===== src/rtl/instruction_fetch_queue.sv =====
// Fetch stage: owns the PC, reads a combinational instruction memory and queues {PC, instr} pairs for decode.
// Optional misaligned-redirect trap is enabled by defining IFETCH_MISALIGN_CHECK_EN.
module instruction_fetch_queue #(
    parameter int              XLEN         = 32,
    parameter logic [XLEN-1:0] RESET_VECTOR = '0,
    parameter int              DEPTH        = 4
) (
    input  logic                     clk,
    input  logic                     reset,
    input  logic                     redirect_valid,
    input  logic [XLEN-1:0]          redirect_pc,
    output logic                     imem_en,
    output logic [XLEN-1:0]          imem_addr,
    input  logic [XLEN-1:0]          imem_rdata,
    output logic                     out_valid,
    input  logic                     out_ready,
    output logic [XLEN-1:0]          out_pc,
    output logic [XLEN-1:0]          out_instr,
    output logic [$clog2(DEPTH):0]   count,
    output logic                     fault
);
    localparam int AW = $clog2(DEPTH);
    localparam int CW = AW + 1;

    logic [XLEN-1:0] r_fetch_pc;
    logic [XLEN-1:0] r_mem_pc    [DEPTH];
    logic [XLEN-1:0] r_mem_instr [DEPTH];
    logic [AW-1:0]   r_rd_ptr;
    logic [AW-1:0]   r_wr_ptr;
    logic [CW-1:0]   r_count;
    logic            r_halted;

    logic            w_push;
    logic            w_pop;
    logic [XLEN-1:0] w_redirect_pc;

`ifdef IFETCH_MISALIGN_CHECK_EN
    logic            w_misaligned;
    assign w_misaligned  = (redirect_pc[1:0] != 2'b00);
    assign w_redirect_pc = redirect_pc;
`else
    // Silently force word alignment when the trap is not built in.
    assign w_redirect_pc = redirect_pc & ~XLEN'(3);
`endif

    assign imem_en   = (r_count < CW'(DEPTH)) && !r_halted && !redirect_valid && !reset;
    assign imem_addr = r_fetch_pc;
    assign w_push    = imem_en;
    assign w_pop     = out_valid && out_ready && !redirect_valid;

    assign out_valid = (r_count != '0);
    assign out_pc    = r_mem_pc[r_rd_ptr];
    assign out_instr = r_mem_instr[r_rd_ptr];
    assign count     = r_count;
    assign fault     = r_halted;

    always_ff @(posedge clk) begin
        if (reset) begin
            r_fetch_pc <= RESET_VECTOR;
            r_rd_ptr   <= '0;
            r_wr_ptr   <= '0;
            r_count    <= '0;
            r_halted   <= 1'b0;
        end else if (redirect_valid) begin
            // Flush wins over any same-cycle pop; nothing is pushed.
            r_fetch_pc <= w_redirect_pc;
            r_rd_ptr   <= '0;
            r_wr_ptr   <= '0;
            r_count    <= '0;
`ifdef IFETCH_MISALIGN_CHECK_EN
            r_halted   <= w_misaligned;
`endif
        end else begin
            if (w_push) begin
                r_wr_ptr   <= r_wr_ptr + 1'b1;
                r_fetch_pc <= r_fetch_pc + XLEN'(4);
            end
            if (w_pop) begin
                r_rd_ptr <= r_rd_ptr + 1'b1;
            end
            case ({w_push, w_pop})
                2'b10:   r_count <= r_count + 1'b1;
                2'b01:   r_count <= r_count - 1'b1;
                default: r_count <= r_count;
            endcase
        end
    end

    // Queue storage carries no reset; validity is tracked by r_count alone.
    always_ff @(posedge clk) begin
        if (w_push) begin
            r_mem_pc[r_wr_ptr]    <= r_fetch_pc;
            r_mem_instr[r_wr_ptr] <= imem_rdata;
        end
    end

endmodule


===== config.mk =====
export PLATFORM = sky130hd
export DESIGN_NAME = instruction_fetch_queue
export DESIGN_NICKNAME = d
export VERILOG_FILES = /design/src/rtl/instruction_fetch_queue.sv
export SDC_FILE = /design/constraint.sdc
export NUM_CORES = 1
export LEC_CHECK = 0
export BUFFER_PORTS_ARGS = -buffer_cell sky130_fd_sc_hd__buf_2
export CAP_MARGIN = 20
export CORE_MARGIN = 2
export CORE_UTILIZATION = 40
export CTS_CLUSTER_SIZE = 14
export DETAILED_ROUTE_END_ITERATION = 6
export PLACE_DENSITY = 0.62
export SLEW_MARGIN = 20
export SYNTH_ARGS = -nofsm -noshare
export SYNTH_HDL_FRONTEND = slang
export SYNTH_SLANG_ARGS = --single-unit

===== constraint.sdc =====
create_clock -name clk -period 3.9 [get_ports clk]
set_input_delay 0.195 -clock clk [delete_from_list [all_inputs] [get_ports clk]]
set_output_delay 0.195 -clock clk [all_outputs]
set_load 0.02 [all_outputs]

==> impl_metrics.yaml, run 1 <==
cts:
  postCtsSetupBuffers: 0
  cts_buffers: 30
  clk_path_buf_depth: 3
  clockRootBuffer: "clkbuf_16"
  path_clk_slew_ns: 0.06
  cts.repair.resized: 0
  tritoncts: "built"
  h-tree-depth: 1
  insertion_delay_ns: 0.54
  cts.sink_count: 287
timing:
  finClkSkew_ns: 0.009190
  hold_viol: 0
  layout_min_cycle_time_ns: 2.664
  rsz0062_at_grt: "no"
  max_slew_margin: 0.3376
  fin_ws_ns: 1.236
  tightest_slew_ns: 0.9936
  setup_violations: 0
  clock.fmax_mhz: 375.4
  hold_slack_ns: 0.03443
  drv_slew: 0
  fin_crit_sh: 0.6830
  final.setup.tns_ns: 0
detailed_routing:
  drc: 0
  antenna_left: 0
  routed_via_density: 5.210
  route.vias.total: 6492
  wl_per_cell_um: 19.87
  drt_first_pass_iters: 4
  wl_um: 24760
  drt_iter0_drc: 456
flow_run:
  drv_cap: 0
power_and_ir_drop:
  p_per_area_mw_per_mm2: 466.9
  irDropWorstVdd_uv: 273.4
  power.leakage_uw: 0.004770
finish:
  finalNetCount: 920
  stdcell_area_mm2: 0.01406
  register_area_mm2: 0.008235
  drive_gt1_frac: 0.3249
  syn_to_final_growth_pct: 24.55
  multi_input_area_mm2: 0.002875
  final_util: 0.5061
  nFillCells: 2386
  diodes: 0
critical_path:
  critPathLaunchType: "flip-flop"
  r2r_slack_ns: 1.32
  reg2reg_to: "count[2]$_SDFFE_PP0P_"
  cpLargestDelayFamily: "flip-flops"
  cp.buffers_inverters: 2
  cp_cell_sequence: "buf_12 -> mux4_2 -> buf_2"
  arrival_ns: 2.47
  crit_path_top_delay_cell: "dfxtp_4"
  slowest_delay_ns: 0.82
  reg2reg_from: "count[2]$_SDFFE_PP0P_"
  worst_setup_path_end_kind: "output pin"
  critPathRequiredTime_ns: 3.70
  reg2regPathDepth: 8
  cp_max_fo: 33
  critPathKind: "flip-flop to output pin"
logic_synthesis:
  synthXorXnorAreaFrac: 0.006982
  ys_ff_latch: 287
  synth_cell_types: 57
  synth_common_cells: "edfxtp_1 (248), mux4_2 (62), dfxtp_1 (39)"
  syn_avg_cell_area_um2: 18.27
  syn_area_mm2: 0.01129
  synth_fa_ha_area_frac: 0.008423
  post-synth-top-area-cell: "edfxtp_1"
  synth_top_family_by_area: "multiplexers"
  ys_seq_area_frac: 0.7288
  synth_area_leaders: "edfxtp_1 (66%), mux4_2 (12%), dfxtp_1 (6.9%)"
  synth_top_area_frac: 0.6596
  synth_flop_cell: "edfxtp_1"
  synthCells: 618
  synth_compound_area_frac: 0.04455
  ys_async_sr_fraction: 0
  yosys_warnings: 0
  yosysMostFrequentCell: "edfxtp_1"
  synth-edff-count: 248
  synth_mux_area_frac: 0.1255
  synth_simple_gate_area_frac: 0.06672
grt:
  grt_first_pass_wirelength_um: 37850
  grt_pass1_vias: 6681
  track_usage: 0.1669
  grt_max_degree: 63
  grt_remaining_overflow: 0
  antenna_found_initial: 0
worst_hold_path:
  whs_endpoint: "imem_addr[10]$_SDFFE_PP0P_"
  holdPathStages: 3
  holdCritStartpoint: "redirect_pc[10]"
  hold_class: "input port to flip-flop"
floorplan:
  die_y_um: 172
  core_mm2: 0.02778
  rows: 61
  die_x_um: 172
  ios: 170
  die_area_mm2: 0.02958
  start_util: 0.4064
placement:
  gp_congestion: 0.7763
  place_area_mm2: 0.01255
  port_buffers: 162
  dp_hpwl_um: 14980
  pre_cts_slack_ns: 1.338
status:
  run_status: "finished clean"
==> worst min-delay path, stage by stage <==
cell and delay [ns]:
buf_2 0.07, nand2b_1 0.11, o311a_1 0.17
==> sequential cells by signal, indices dropped and copies added, names as in the netlist, named ones only <==
name         count
count            3
imem_addr       30
r_mem_instr    128
r_mem_pc       120
r_rd_ptr         2
r_wr_ptr         2
==> worst max path at each step <==
stage	startpoint	end	slack (ns)	cells after the start
after global placement	count[2]$_SDFFE_PP0P_	count[2]$_SDFFE_PP0P_	1.35	8
final	flip-flop	out_pc[27]	1.24	3
after CTS	flip-flop	out_pc[30]	1.13	3
after global routing	flip-flop	out_pc[27]	1.02	3
after detailed placement	count[2]$_SDFFE_PP0P_	count[2]$_SDFFE_PP0P_	1.34	8
after floorplan	count[2]$_SDFFE_PP0P_	r_mem_instr[1][0]$_DFFE_PP_	0.44	5
==> cell usage in the layout (no fill, tap or decap), drive strengths merged, types with 6 or more instances in the layout <==
cell type,netlist,routed
nand2,14,14
o21ai,12,12
nor2,36,36
buf,13,169
dlygate4sd3,0,58
nor2b,6,6
inv,12,12
or4,8,8
dfxtp,39,39
or3,10,10
nand3,15,15
and2,7,7
nand4,10,10
mux4,62,62
clkinv,0,15
ha,6,6
a311oi,15,15
a211oi,6,6
edfxtp,248,248
and3,7,7
clkbuf,23,38
a21oi,7,7
==> kinds of logic after synthesis <==
logic type | count (synthesis)
flip-flops | 287
AND/OR/NAND/NOR | 135
AO/OA/AOI/OAI | 67
multiplexers | 64
buffers and inverters | 48
XOR/XNOR | 9
adder cells (fa/ha/maj) | 7
other | 1
==> layer usage <==
layer  up-vias  GRT usage  routed length [um]
li1       2994          -                   -
met1      3257     0.2310               10960
met2       210     0.2759               11780
met3        31    0.03296                1576
met4         0    0.03654                 437
met5         -          0                   0
==> area by class of cell <==
type,count,area share
clock buffers,38,0.05704
repair buffers,227,0.1071
flip-flops and latches,287,0.5857
multi-input cells,287,0.2045
well taps,378,0.03364
clock inverters,17,0.008809
inverters,12,0.003203
==> power by group <==
group / internal (uW) / switching [uW]
clock network: 1570 / 1110
registers: 3420 / 76.1
logic: 169 / 223
==> what timing repair did <==
action | in CTS | in global routing
hold buffers | 58 | 0
setup endpoints to repair | 0 | 0
hold endpoints to repair | 154 | 0
==> per-stage QoR <==
stage               std cells  power, uW
floorplan                 622       3741
global placement         1133       3905
detailed placement       1133       3911
CTS                      1246       6639
global route             1246       6807
finish                   1246       6565
(Power assumes the default switching activity.)
==> run 2, diff against run 1 <==
--- a/config.mk
+++ b/config.mk
@@ -5,13 +5,14 @@
 export SDC_FILE = /design/constraint.sdc
 export NUM_CORES = 1
 export LEC_CHECK = 0
+export ABC_AREA = 1
 export BUFFER_PORTS_ARGS = -buffer_cell sky130_fd_sc_hd__buf_2
 export CAP_MARGIN = 20
 export CORE_MARGIN = 2
 export CORE_UTILIZATION = 40
 export CTS_CLUSTER_SIZE = 14
 export DETAILED_ROUTE_END_ITERATION = 6
-export PLACE_DENSITY = 0.62
+export PLACE_DENSITY = 0.64
 export SLEW_MARGIN = 20
 export SYNTH_ARGS = -nofsm -noshare
 export SYNTH_HDL_FRONTEND = slang
==> constraint.sdc (replaced) <==
create_clock -name clk -period 2.42 [get_ports clk]
set_input_delay 0.121 -clock clk [delete_from_list [all_inputs] [get_ports clk]]
set_output_delay 0.121 -clock clk [all_outputs]
set_load 0.02 [all_outputs]
==> run 2 against run 1 <==
  * Clock power up 62%
  * Combinational power increased by 83%
  * Area after synthesis rose by 3.9%
  * Total power up 63%
  * Clock-buffer cell count is the same
  * Sequential share of layout area fell by 2.3 points
  * First-iteration DRC count grew 32%
  * Largest cell class unchanged
  * Critical path type unchanged
==> impl_metrics.yaml, run 2 <==
status:
  run_status: "finished clean"
cts:
  h-tree-depth: 1
  tritoncts: "built"
  clockRootBuffer: "clkbuf_16"
  clk_path_buf_depth: 3
  cts_buffers: 30
  insertion_delay_ns: 0.55
  cts.sink_count: 287
  path_clk_slew_ns: 0.06
critical_path:
  critPathKind: "flip-flop to output pin"
  critPathLaunchType: "flip-flop"
  worst_setup_path_end_kind: "output pin"
  slowest_delay_ns: 0.53
  crit_path_top_delay_cell: "dfxtp_4"
  arrival_ns: 2.11
  critPathRequiredTime_ns: 2.30
  cp_cell_sequence: "buf_4 -> o21ai_0 -> o22ai_1 -> buf_2"
  cp_max_fo: 30
logic_synthesis:
  yosys_warnings: 0
  synth_flop_cell: "edfxtp_1"
  syn_avg_cell_area_um2: 11.26
  synth_top_area_frac: 0.6349
  synth_cell_types: 34
  synth_area_leaders: "edfxtp_1 (63%), dfxtp_1 (6.7%), nor2_1 (6.6%)"
  synthCells: 1042
  syn_area_mm2: 0.01173
  post-synth-top-area-cell: "edfxtp_1"
  ys_ff_latch: 287
  yosysMostFrequentCell: "edfxtp_1"
  synth-edff-count: 248
  synth_common_cells: "edfxtp_1 (248), nor2_1 (206), o21ai_0 (134)"
  ys_seq_area_frac: 0.7015
  ys_async_sr_fraction: 0
placement:
  dp.cells: 1553
  port_buffers: 162
  place_area_mm2: 0.01303
  gp_congestion: 0.8270
  dp_hpwl_um: 15990
power_and_ir_drop:
  p_per_area_mw_per_mm2: 731.4
  irDropWorstVdd_uv: 468.8
  power.leakage_uw: 0.005254
  power.total_uw: 10700
detailed_routing:
  drt_iter0_drc: 602
  route.vias.total: 8569
  drc: 0
  antenna_left: 0
  wl_um: 28440
  drt_first_pass_iters: 7
  routed_via_density: 5.119
  wl_per_cell_um: 16.99
finish:
  final_cell_mix: "edfxtp_1 (248), nor2_1 (202), buf_2 (162)"
  final_util: 0.5084
  drive_gt1_frac: 0.1915
  stdcell_area_mm2: 0.01463
  top_register: "r_mem_instr"
  largest_reg_flops: 128
  final_common_cell: "edfxtp_1"
  syn_to_final_growth_pct: 24.76
  finalNetCount: 1341
  diodes: 0
  instances_no_fill: 1674
flow_run:
  drv_cap: 0
floorplan:
  die_area_mm2: 0.03071
  die_x_um: 175.2
  die_y_um: 175.2
  core_mm2: 0.02878
  ios: 170
  start_util: 0.4075
  rows: 62
worst_hold_path:
  hold_class: "input port to flip-flop"
grt:
  grt_max_degree: 83
  antenna_found_initial: 0
  grt_remaining_overflow: 0
  grt_first_pass_wirelength_um: 43830
  track_usage: 0.1819
  grt_pass1_vias: 8089
timing:
  layout_min_cycle_time_ns: 2.229
  clock.fmax_mhz: 448.7
  tightest_slew_ns: 0.5214
  hold_viol: 0
  fin_crit_sh: 0.9210
  hold_slack_ns: 0.03915
  rsz0062_at_grt: "no"
  finClkSkew_ns: 0.01455
  max_slew_margin: 0.6524
  setup_violations: 0
  drv_slew: 0
[run 2: metal layers]
layer	part of all wire	track usage	vias up	routed length (um)
li1	-	-	4150	-
met1	0.43	0.2463	4072	12100
met2	0.48	0.3082	314	13780
met3	0.076	0.03220	33	2174
met4	0.013	0.03715	0	378
met5	0	0	-	0
[run 2: final timing paths]
kind,startpoint,to,slack [ns],cells after the start
worst max-delay path,flip-flop,out_pc[20],0.19,4
worst max register to register,imem_addr[2]$_SDFFE_PP0P_,imem_addr[26]$_SDFFE_PP0P_,0.45,10
worst min register to register,r_rd_ptr[1]$_SDFFE_PP0P_,flip-flop,0.48,2
worst min-delay path,redirect_pc[5],imem_addr[5]$_SDFFE_PP0P_,0.04,5
[run 2: worst max-delay path: cells and delay by family, from the launching register on]
family                 cells  cell delay (ns)
buffers and inverters      2             0.60
flip-flops                 1             0.53
AO/OA/AOI/OAI              2             0.41
[run 2: cell type report]
class / count / area [um2]
Multi-Input combinational cell: 655 / 3103
Clock buffer: 38 / 802.0
Timing Repair Buffer: 249 / 1710
Tap cell: 384 / 480.5
Sequential cell: 287 / 8233
Clock inverter: 18 / 138.9
Inverter: 43 / 165.2
Fill cell: 2530 / 14150
[run 2: logic make-up (layout without fill, tap and decap cells)]
family	count (synthesis)	in the layout	share of synthesized area
AND/OR/NAND/NOR	391	391	0.1333
buffers and inverters	104	348	0.03776
flip-flops	287	287	0.7015
adder cells (fa/ha/maj)	7	7	0.008107
AO/OA/AOI/OAI	252	252	0.1189
other	1	5	0.0003197
[run 2: repair_timing]
action,4_1_cts,5_1_grt
buffers inserted,1,0
endpoints found under the setup margin,1,4
hold endpoints to repair,163,0
hold buffers,64,0
gates resized for setup,0,1
[run 2: power breakdown]
part	leakage, uW	switching [uW]	internal (uW)
Combinational	0.00222	439	278
Sequential	0.00258	125	5520
Clock	0.000452	1800	2550
[run 2: per-stage QoR]
stage          TNS (ns)  setup slack, ns
2_1_floorplan   -140.77          -0.5676
3_3_place_gp          0           0.4735
3_5_place_dp          0           0.4692
4_1_cts               0          0.03813
5_1_grt               0          0.08925
6_report              0           0.1912
